## src/rtl/player_action_arbiter.sv

```systemverilog
// Shares one game_logic action port among up to four players: edge-detects button
// presses, holds one pending action per player and issues them round-robin.
module player_action_arbiter #(
    parameter int NUM_PLAYERS = 4,
    parameter int DROP_W      = 8
) (
    input  logic                       clock,
    input  logic                       reset,
    input  logic [1:0]                 num_players,
    input  logic [5*NUM_PLAYERS-1:0]   btn_in,
    output logic                       act_valid,
    input  logic                       act_ready,
    output logic [1:0]                 act_player,
    output logic [2:0]                 act_code,
    output logic [NUM_PLAYERS-1:0]     pending,
    output logic [DROP_W-1:0]          drop_count
);

    localparam logic [1:0] LAST_INIT = 2'(NUM_PLAYERS - 1);

    logic [5*NUM_PLAYERS-1:0] btn_q_reg;
    logic [5*NUM_PLAYERS-1:0] rise;
    logic [3*NUM_PLAYERS-1:0] press_code;
    logic [NUM_PLAYERS-1:0]   enabled;
    logic [NUM_PLAYERS-1:0]   press;
    logic [NUM_PLAYERS-1:0]   freed;
    logic [NUM_PLAYERS-1:0]   drop_vec;
    logic [NUM_PLAYERS-1:0]   slot_full_reg;
    logic [2:0]               slot_code_reg [NUM_PLAYERS];
    logic [1:0]               last_grant_reg;
    logic                     load_en;
    logic                     grant_valid;
    logic [1:0]               grant_id;
    logic [2:0]               grant_code;
    logic [DROP_W-1:0]        drop_next;
    int                       cand;

    assign rise    = btn_in & ~btn_q_reg;
    assign load_en = !act_valid || act_ready;
    assign pending = slot_full_reg;

    // Multiple simultaneous rises collapse to one code: chop > left > right > up > down.
    for (genvar gi = 0; gi < NUM_PLAYERS; gi++) begin : g_player
        logic [4:0] rise_p;
        assign rise_p                = rise[5*gi +: 5];
        assign enabled[gi]           = (num_players >= 2'(gi));
        assign press_code[3*gi +: 3] = rise_p[4] ? 3'd5 :
                                       rise_p[0] ? 3'd1 :
                                       rise_p[1] ? 3'd2 :
                                       rise_p[2] ? 3'd3 :
                                       rise_p[3] ? 3'd4 : 3'd0;
        assign press[gi]    = enabled[gi] && (rise_p != 5'd0);
        assign freed[gi]    = grant_valid && (grant_id == 2'(gi));
        assign drop_vec[gi] = press[gi] && slot_full_reg[gi] && !freed[gi];
    end

    // Round-robin scan starting just after the last granted player.
    always_comb begin
        grant_valid = 1'b0;
        grant_id    = 2'd0;
        grant_code  = 3'd0;
        cand        = 0;
        if (load_en) begin
            for (int i = 1; i <= NUM_PLAYERS; i++) begin
                cand = (int'(last_grant_reg) + i) % NUM_PLAYERS;
                for (int j = 0; j < NUM_PLAYERS; j++) begin
                    if (!grant_valid && cand == j && slot_full_reg[j] && enabled[j]) begin
                        grant_valid = 1'b1;
                        grant_id    = 2'(j);
                        grant_code  = slot_code_reg[j];
                    end
                end
            end
        end
    end

    always_comb begin
        drop_next = drop_count;
        for (int j = 0; j < NUM_PLAYERS; j++) begin
            if (drop_vec[j] && drop_next != {DROP_W{1'b1}}) begin
                drop_next = drop_next + DROP_W'(1);
            end
        end
    end

    always_ff @(posedge clock or negedge reset) begin
        if (!reset) begin
            slot_full_reg <= '0;
            for (int p = 0; p < NUM_PLAYERS; p++) begin
                slot_code_reg[p] <= 3'd0;
            end
        end else begin
            for (int p = 0; p < NUM_PLAYERS; p++) begin
                if (!enabled[p]) begin
                    slot_full_reg[p] <= 1'b0;
                end else if (press[p] && (!slot_full_reg[p] || freed[p])) begin
                    slot_full_reg[p] <= 1'b1;
                    slot_code_reg[p] <= press_code[3*p +: 3];
                end else if (freed[p]) begin
                    slot_full_reg[p] <= 1'b0;
                end
            end
        end
    end

    // btn_q resets high so buttons held through reset never look like fresh presses.
    always_ff @(posedge clock or negedge reset) begin
        if (!reset) begin
            act_valid      <= 1'b0;
            act_player     <= 2'd0;
            act_code       <= 3'd0;
            last_grant_reg <= LAST_INIT;
            btn_q_reg      <= '1;
            drop_count     <= '0;
        end else begin
            btn_q_reg  <= btn_in;
            drop_count <= drop_next;
            if (grant_valid) begin
                act_valid      <= 1'b1;
                act_player     <= grant_id;
                act_code       <= grant_code;
                last_grant_reg <= grant_id;
            end else if (act_ready) begin
                act_valid <= 1'b0;
            end
        end
    end

endmodule

```

## config.mk

```make
export PLATFORM = sky130hd
export DESIGN_NAME = player_action_arbiter
export DESIGN_NICKNAME = d
export VERILOG_FILES = /design/src/rtl/player_action_arbiter.sv
export SDC_FILE = /design/constraint.sdc
export NUM_CORES = 1
export LEC_CHECK = 0
export ABC_AREA = 1
export BUFFER_PORTS_ARGS = -buffer_cell sky130_fd_sc_hd__clkbuf_2
export CAP_MARGIN = 15
export CELL_PAD_IN_SITES_DETAIL_PLACEMENT = 0
export CELL_PAD_IN_SITES_GLOBAL_PLACEMENT = 1
export CORE_MARGIN = 1.5
export CORE_UTILIZATION = 43
export CTS_CLUSTER_DIAMETER = 40
export CTS_CLUSTER_SIZE = 14
export DETAILED_ROUTE_END_ITERATION = 16
export PLACE_DENSITY = 0.82
export SYNTH_ARGS = -nofsm -noshare
export SYNTH_HDL_FRONTEND = slang
export SYNTH_SLANG_ARGS = --single-unit
```

## constraint.sdc

```tcl
create_clock -name clock -period 6.5 [get_ports clock]
set_clock_uncertainty 0.1 [all_clocks]
set_input_delay 0.65 -clock clock [delete_from_list [all_inputs] [get_ports clock]]
set_output_delay 0.65 -clock clock [all_outputs]
set_load 0.005 [all_outputs]
```

==> results of run 1 <==
kinds of logic after synthesis:
logic type	count (synthesis)
flops	52
buf+inv	101
simple gates	363
xor+xnor	8
fa+ha+maj	3
compound gates	61
cell usage after synthesis (2+ instances only):
cell type,count
nor2_4,8
nor2_2,7
ha_1,3
nand3b_1,3
dfrtp_1,30
nand4_4,2
inv_2,5
a41oi_1,2
a31oi_1,3
a221oi_1,3
nand4_1,27
nand2_1,178
nand2_2,10
o211ai_1,4
o221ai_1,5
o21ai_0,22
a21oi_1,17
nand3_1,39
inv_1,93
nand3_4,2
nand3_2,4
nand2_4,7
xor2_1,7
dfstp_2,22
nor2_1,62
nor3_1,9
worst max path at each step:
stage                                          to  depth (start not counted)
after floorplan           drop_count[3]$_DFF_PN0_                         35
after global placement    drop_count[3]$_DFF_PN0_                         37
after detailed placement  drop_count[1]$_DFF_PN0_                         37
after CTS                 drop_count[1]$_DFF_PN0_                         36
after global routing      drop_count[1]$_DFF_PN0_                         37
final                     drop_count[4]$_DFF_PN0_                         36
power by group:
part,switching [W],internal [W]
registers,0.000101,0.000426
clock network,0.000124,0.0000816
logic,0.00118,0.000573
total,0.00141,0.00108
cell type report:
cell class,instances,area (um2),share of cell area
multi-input cells,435,2260,0.512
flip-flops and latches,52,1330,0.301
inverters,98,368,0.0833
repair buffers,44,225,0.0510
well taps,108,135,0.0306
clock buffers,5,68.8,0.0156
clock inverters,3,28.8,0.00652
per-layer routing:
metal	vias to the layer above	GRT usage
met5	-	0
met4	0	0.0325
met3	9	0.0274
met2	98	0.344
met1	1763	0.322
li1	2006	-
worst register-to-register path, delay by kind of cell, from the launching register on:
family,cells,cell delay (ns)
buffers and inverters,2,0.15
flip-flops,1,0.57
adder cells (fa/ha/maj),2,0.45
AND/OR/NAND/NOR,32,4.07
stage by stage:
stage                     cells   util
final                       745  0.499
after global routing        745  0.499
after CTS                   745  0.499
after detailed placement    737  0.488
after global placement      737  0.488
after floorplan             588      -
==> results.json, run 1 <==
{
  "status": "complete, no violations",
  "r2r_cells": 36,
  "setup_violations": 0,
  "fmax_mhz": 185,
  "reg2reg_to": "drop_count[4]$_DFF_PN0_",
  "synth_fa_ha_area_frac": 0.00944,
  "fillers": 901,
  "post_cts_buffers": 0,
  "largest_reg_flops": 20,
  "post_drt_wl_per_cell_um": 13.6,
  "fp.coreArea_um2": 8850,
  "rrSetupSlack_ns": 1.09,
  "routed_wl_mm": 10.1,
  "nets": 664,
  "cpLargestDelayFamily": "simple AND/OR/NAND/NOR gates",
  "top_layer_used": "met4",
  "cts.sinks": 52,
  "maxCapViolCount": 0,
  "clock_path_buffers": 2,
  "crit_path_max_fanout": 13,
  "met3_length_um": 465,
  "p_total_w": 0.00249,
  "setup_tns_ns": 0,
  "async_reset_ff_frac": 1.00,
  "leakagePower_nw": 2.32,
  "wl_met1_mm": 5.15,
  "grt_max_degree": 53,
  "die_area_um2": 9840,
  "endpoint_kind": "flip-flop",
  "antenna_found_initial": 0,
  "ir_worst_vdd_mv": 0.235,
  "drc_errors": 0,
  "hold_slack_ns": 0.305,
  "critPathKind": "flip-flop to flip-flop",
  "cts-resized-gates": 0,
  "final_cell_mix": "nand2_1 (178), inv_1 (93), nor2_1 (62), clkbuf_2 (42), nand3_1 (39)",
  "cts_buffers": 5,
  "hpwl_mm": 8.15,
  "ys.warnings.count": 0,
  "p_per_area_nw_per_um2": 564,
  "required_ns": 6.66,
  "crit-reg2reg-launch": "last_grant_reg[1]$_DFFE_PN1P_",
  "syn_area_per_cell_um2": 6.76,
  "ys_ff_latch": 52,
  "antenna_cells": 0,
  "gr-usage-all-layers": 0.216,
  "drive_gt1_frac": 0.193,
  "cpPeakStageDelay_ns": 0.57,
  "synth_top_area_share": 0.189,
  "rows": 34,
  "clk_pin_slew_ns": 0.12,
  "synthesis.area_um2": 3980,
  "synth.distinct_cells": 40,
  "hold_path_class": "input pin to flip-flop",
  "yosysTopAreaCell": "dfrtp_1",
  "met2WireLength_mm": 4.44,
  "synth_area_leaders": "dfrtp_1 (19%), nand2_1 (17%), dfstp_2 (15%)",
  "postSynthCellCount": 588,
  "first_pass_iters": 5,
  "clock_latency_ns": 0.32,
  "slew_headroom": 0.472,
  "crit_buf_inv": 2,
  "place_ws_ns": 0.847,
  "start_util": 0.450,
  "stdcell_area_um2": 4420,
  "rsz0062_at_grt": "no",
  "drt-initial-drc-count": 204,
  "slowest_stage": "dfstp_2",
  "startpoint": "last_grant_reg[1]$_DFFE_PN1P_",
  "hold_path.startpoint": "btn_in[16]",
  "drv_slew": 0,
  "syn-num-nets": 616,
  "path_common_cell": "nand2_1",
  "synth_top_family_by_area": "simple AND/OR/NAND/NOR gates",
  "root_buffer": "clkbuf_8",
  "hold_end": "btn_q_reg[16]$_DFF_PN1_",
  "cts_tree": "done",
  "vias": 3876,
  "arrival_ns": 5.57,
  "layout_commonest_cell": "nand2_1",
  "htreeDepth": 2,
  "synth-edff-count": 0,
  "port_buffers": 42,
  "grt-ovfl-total": 0,
  "min_path_cells": 1,
  "cts_hold_buf": 0,
  "ios": 43,
  "synthSimpleGateAreaFrac": 0.449,
  "finalHoldViolations": 0,
  "cp-start-kind": "flip-flop",
  "grt_pass1_wl_mm": 17.4,
  "worst_slew_pin_slew_ns": 0.788,
  "dpl-instance-area_um2": 4320,
  "die_h_um": 99.2,
  "die_w_um": 99.2,
  "first_global_vias": 3611,
  "fin_ws_ns": 1.09,
  "post-route-min-period_ns": 5.41,
  "synth_flop_cell": "dfrtp_1",
  "yosysSeqAreaShare": 0.334,
  "vias_per_cell": 5.20,
  "area_delta_synth_final_pct": 11.0,
  "yosys.area_share.xor_xnor": 0.0176,
  "post-route-period-util": 0.833,
  "ant_nets": 0,
  "muxShareOfSynthArea": 0,
  "synth_compound_area_frac": 0.0922,
  "gp_congestion": 0.950
}
Note: power is estimated with default switching activity, not from simulation.
==> inputs of run 2 (changes only) <==
--- a/config.mk
+++ b/config.mk
@@ -5,17 +5,17 @@
 export SDC_FILE = /design/constraint.sdc
 export NUM_CORES = 1
 export LEC_CHECK = 0
-export ABC_AREA = 1
+export ABC_AREA = 0
 export BUFFER_PORTS_ARGS = -buffer_cell sky130_fd_sc_hd__clkbuf_2
 export CAP_MARGIN = 15
 export CELL_PAD_IN_SITES_DETAIL_PLACEMENT = 0
 export CELL_PAD_IN_SITES_GLOBAL_PLACEMENT = 1
 export CORE_MARGIN = 1.5
-export CORE_UTILIZATION = 43
+export CORE_UTILIZATION = 45
 export CTS_CLUSTER_DIAMETER = 40
 export CTS_CLUSTER_SIZE = 14
 export DETAILED_ROUTE_END_ITERATION = 16
-export PLACE_DENSITY = 0.82
+export PLACE_DENSITY = 0.81
 export SYNTH_ARGS = -nofsm -noshare
 export SYNTH_HDL_FRONTEND = slang
 export SYNTH_SLANG_ARGS = --single-unit
==> constraint.sdc (replaced) <==
create_clock -name clock -period 5.6 [get_ports clock]
set_clock_uncertainty 0.1 [all_clocks]
set_input_delay 0.56 -clock clock [delete_from_list [all_inputs] [get_ports clock]]
set_output_delay 0.56 -clock clock [all_outputs]
set_load 0.005 [all_outputs]
==> run 2 against run 1 <==
Compared with the run above:
- non-clock buffer count up 9
- die area shrank 9.4%
- design area fell by 5.2%
- critical path depth shrank 18
- power shrank 19%
- maximum frequency grew 6.1%
- critical path type unchanged
- largest power group unchanged
==> results.json, run 2 <==
{
  "status": "complete, no violations",
  "ys_ff_latch": 52,
  "vias_per_cell": 5.90,
  "arrival_ns": 5.22,
  "critPathKind": "flip-flop to flip-flop",
  "die_w_um": 94.4,
  "drive_gt1_frac": 0.245,
  "maxCapViolCount": 0,
  "place_ws_ns": 0.394,
  "clock_path_buffers": 2,
  "antenna_cells": 0,
  "synth_most_common_cell": "nor2_1",
  "synth_area_leaders": "dfrtp_1 (20%), dfstp_2 (15%), a21oi_1 (4.1%)",
  "first_global_vias": 3167,
  "regArea_um2": 1330,
  "drt-initial-drc-count": 215,
  "antenna_found_initial": 0,
  "crit_path_max_fanout": 12,
  "die_h_um": 94.4,
  "synth_top_area_share": 0.200,
  "cts.sinks": 52,
  "start_util": 0.462,
  "fin_ws_ns": 0.499,
  "hold_path_class": "input pin to flip-flop",
  "fillers": 806,
  "die_area_um2": 8910,
  "p_per_area_nw_per_um2": 479,
  "multi_input_area_um2": 2290,
  "dp.cells": 566,
  "first_pass_iters": 5,
  "port_buffers": 42,
  "grt_pass1_wl_mm": 15.8,
  "post-route-min-period_ns": 5.10,
  "setup_violations": 0,
  "post_cts_buffers": 0,
  "rsz0062_at_grt": "no",
  "endpoint_kind": "flip-flop",
  "drv_slew": 0,
  "async_reset_ff_frac": 1.00,
  "worst_slew_pin_slew_ns": 0.880,
  "layout_commonest_cell": "clkbuf_2",
  "root_buffer": "clkbuf_8",
  "largest_reg_flops": 20,
  "clk_pin_slew_ns": 0.11,
  "required_ns": 5.72,
  "syn-num-nets": 455,
  "gr-usage-all-layers": 0.225,
  "synth_flop_cell": "dfrtp_1",
  "synthTopCellsByCount": "nor2_1 (41), nand2_1 (35), a21oi_1 (31)",
  "post-route-period-util": 0.911,
  "clock_latency_ns": 0.32,
  "ios": 43,
  "yosysSeqAreaShare": 0.354,
  "rows": 33,
  "layout.cells.non_filler": 574,
  "syn_area_per_cell_um2": 8.80,
  "fp.coreArea_um2": 8130,
  "synth-edff-count": 0,
  "routed_wl_mm": 9.48,
  "final_cell_mix": "clkbuf_2 (42), nor2_1 (41), nand2_1 (35), a21oi_1 (31), dfrtp_1 (30)",
  "cts_buffers": 5,
  "setup_tns_ns": 0,
  "synthesis.area_um2": 3760,
  "post_drt_wl_per_cell_um": 16.5,
  "htreeDepth": 2,
  "yosysTopAreaCell": "dfrtp_1",
  "cts_hold_buf": 0,
  "fmax_mhz": 196,
  "ant_nets": 0,
  "ys.warnings.count": 0,
  "grt_max_degree": 53,
  "ir_worst_vdd_mv": 0.206,
  "hpwl_mm": 7.30,
  "gp_congestion": 0.907,
  "synth.distinct_cells": 75,
  "grt-ovfl-total": 0,
  "slew_headroom": 0.413,
  "cts_tree": "done",
  "area_delta_synth_final_pct": 11.5,
  "nets": 496,
  "finalHoldViolations": 0,
  "drc_errors": 0,
  "cp-start-kind": "flip-flop",
  "cts-resized-gates": 0,
  "leakagePower_nw": 1.68,
  "postSynthCellCount": 427,
  "vias": 3387
}
run 2: changes by cell type in the layout (fill, tap and decap cells not counted), moves of 12 or more:
| cell | change |
|---|---|
| inv_1 | -81 |
| nand3_1 | -19 |
| nor2b_1 | +12 |
| nand2_1 | -143 |
| nand2b_1 | +12 |
| nor2_1 | -21 |
| nand4_1 | -24 |
| a21oi_1 | +14 |
run 2: report_power, final:
part	switching [W]	leakage, nW	total [W]	internal, W
clock network	0.000150	0.0515	0.000244	0.0000945
registers	0.000143	0.584	0.000620	0.000477
logic	0.000669	1.05	0.00114	0.000472
run 2: area by class of cell:
cell class	instances	area share
multi-input combinational	344	0.546
sequential	52	0.317
timing repair buffer	53	0.0699
clock inverter	3	0.00807
inverter	12	0.0108
tap	105	0.0314
clock buffer	5	0.0164
run 2: cells by family after synthesis:
family / Yosys count / synth area share
adders and majority gates: 3 / 0.00999
DFF: 52 / 0.354
buffers and inverters: 31 / 0.0376
xor gates and xnor gates: 17 / 0.0416
and+or+nand+nor: 167 / 0.235
muxes: 18 / 0.0513
AOI/OAI and AO/OA: 139 / 0.271
run 2: final timing paths:
| path | startpoint | endpoint | slack, ns | cells after the start |
|---|---|---|---|---|
| max | last_grant_reg[1]$_DFFE_PN1P_ | drop_count[5]$_DFF_PN0_ | 0.50 | 18 |
| min | btn_in[16] | btn_q_reg[16]$_DFF_PN1_ | 0.21 | 1 |
| max reg2reg | last_grant_reg[1]$_DFFE_PN1P_ | drop_count[5]$_DFF_PN0_ | 0.50 | 18 |
| min reg2reg | slot_code_reg[6]$_DFFE_PN0P_ | slot_code_reg[6]$_DFFE_PN0P_ | 0.44 | 1 |
| max in group asynchronous | reset | drop_count[1]$_DFF_PN0_ | 4.73 | 2 |
| min in group asynchronous | reset | act_code[0]$_DFFE_PN0P_ | 0.24 | 2 |
run 2: layer usage:
metal | GRT usage | part of all wire | vias to the layer above
met4 | 0.0348 | 0.0044 | 0
li1 | - | - | 1663
met5 | 0 | 0 | -
met1 | 0.325 | 0.48 | 1610
met2 | 0.356 | 0.46 | 108
met3 | 0.0419 | 0.062 | 6
run 2: critical path: stages, from the launching register on:
cell and delay, ns:
dfstp_2 0.69, inv_1 0.17, or3_4 0.40, a21oi_2 0.14
o21a_1 0.20, xnor2_1 0.13, inv_1 0.08, ha_1 0.28
nor4b_4 0.37, nor2_2 0.11, xnor2_1 0.33, ha_1 0.35
nand3_1 0.14, o22a_1 0.29, nor3_2 0.29, nor2b_1 0.11
nor2_1 0.14, or3b_1 0.37, mux2_1 0.31
run 2: metrics by stage:
| stage | power (W) | hold slack, ns | instance area, um2 | util |
|---|---|---|---|---|
| after global placement | 0.00174 | 0.400 | 4090 | 0.502 |
| after floorplan | 0.00145 | 0.164 | 3760 | - |
| after global routing | 0.00216 | 0.193 | 4190 | 0.515 |
| after detailed placement | 0.00175 | 0.412 | 4090 | 0.502 |
| final | 0.00200 | 0.213 | 4190 | 0.515 |
| after CTS | 0.00200 | 0.202 | 4190 | 0.515 |
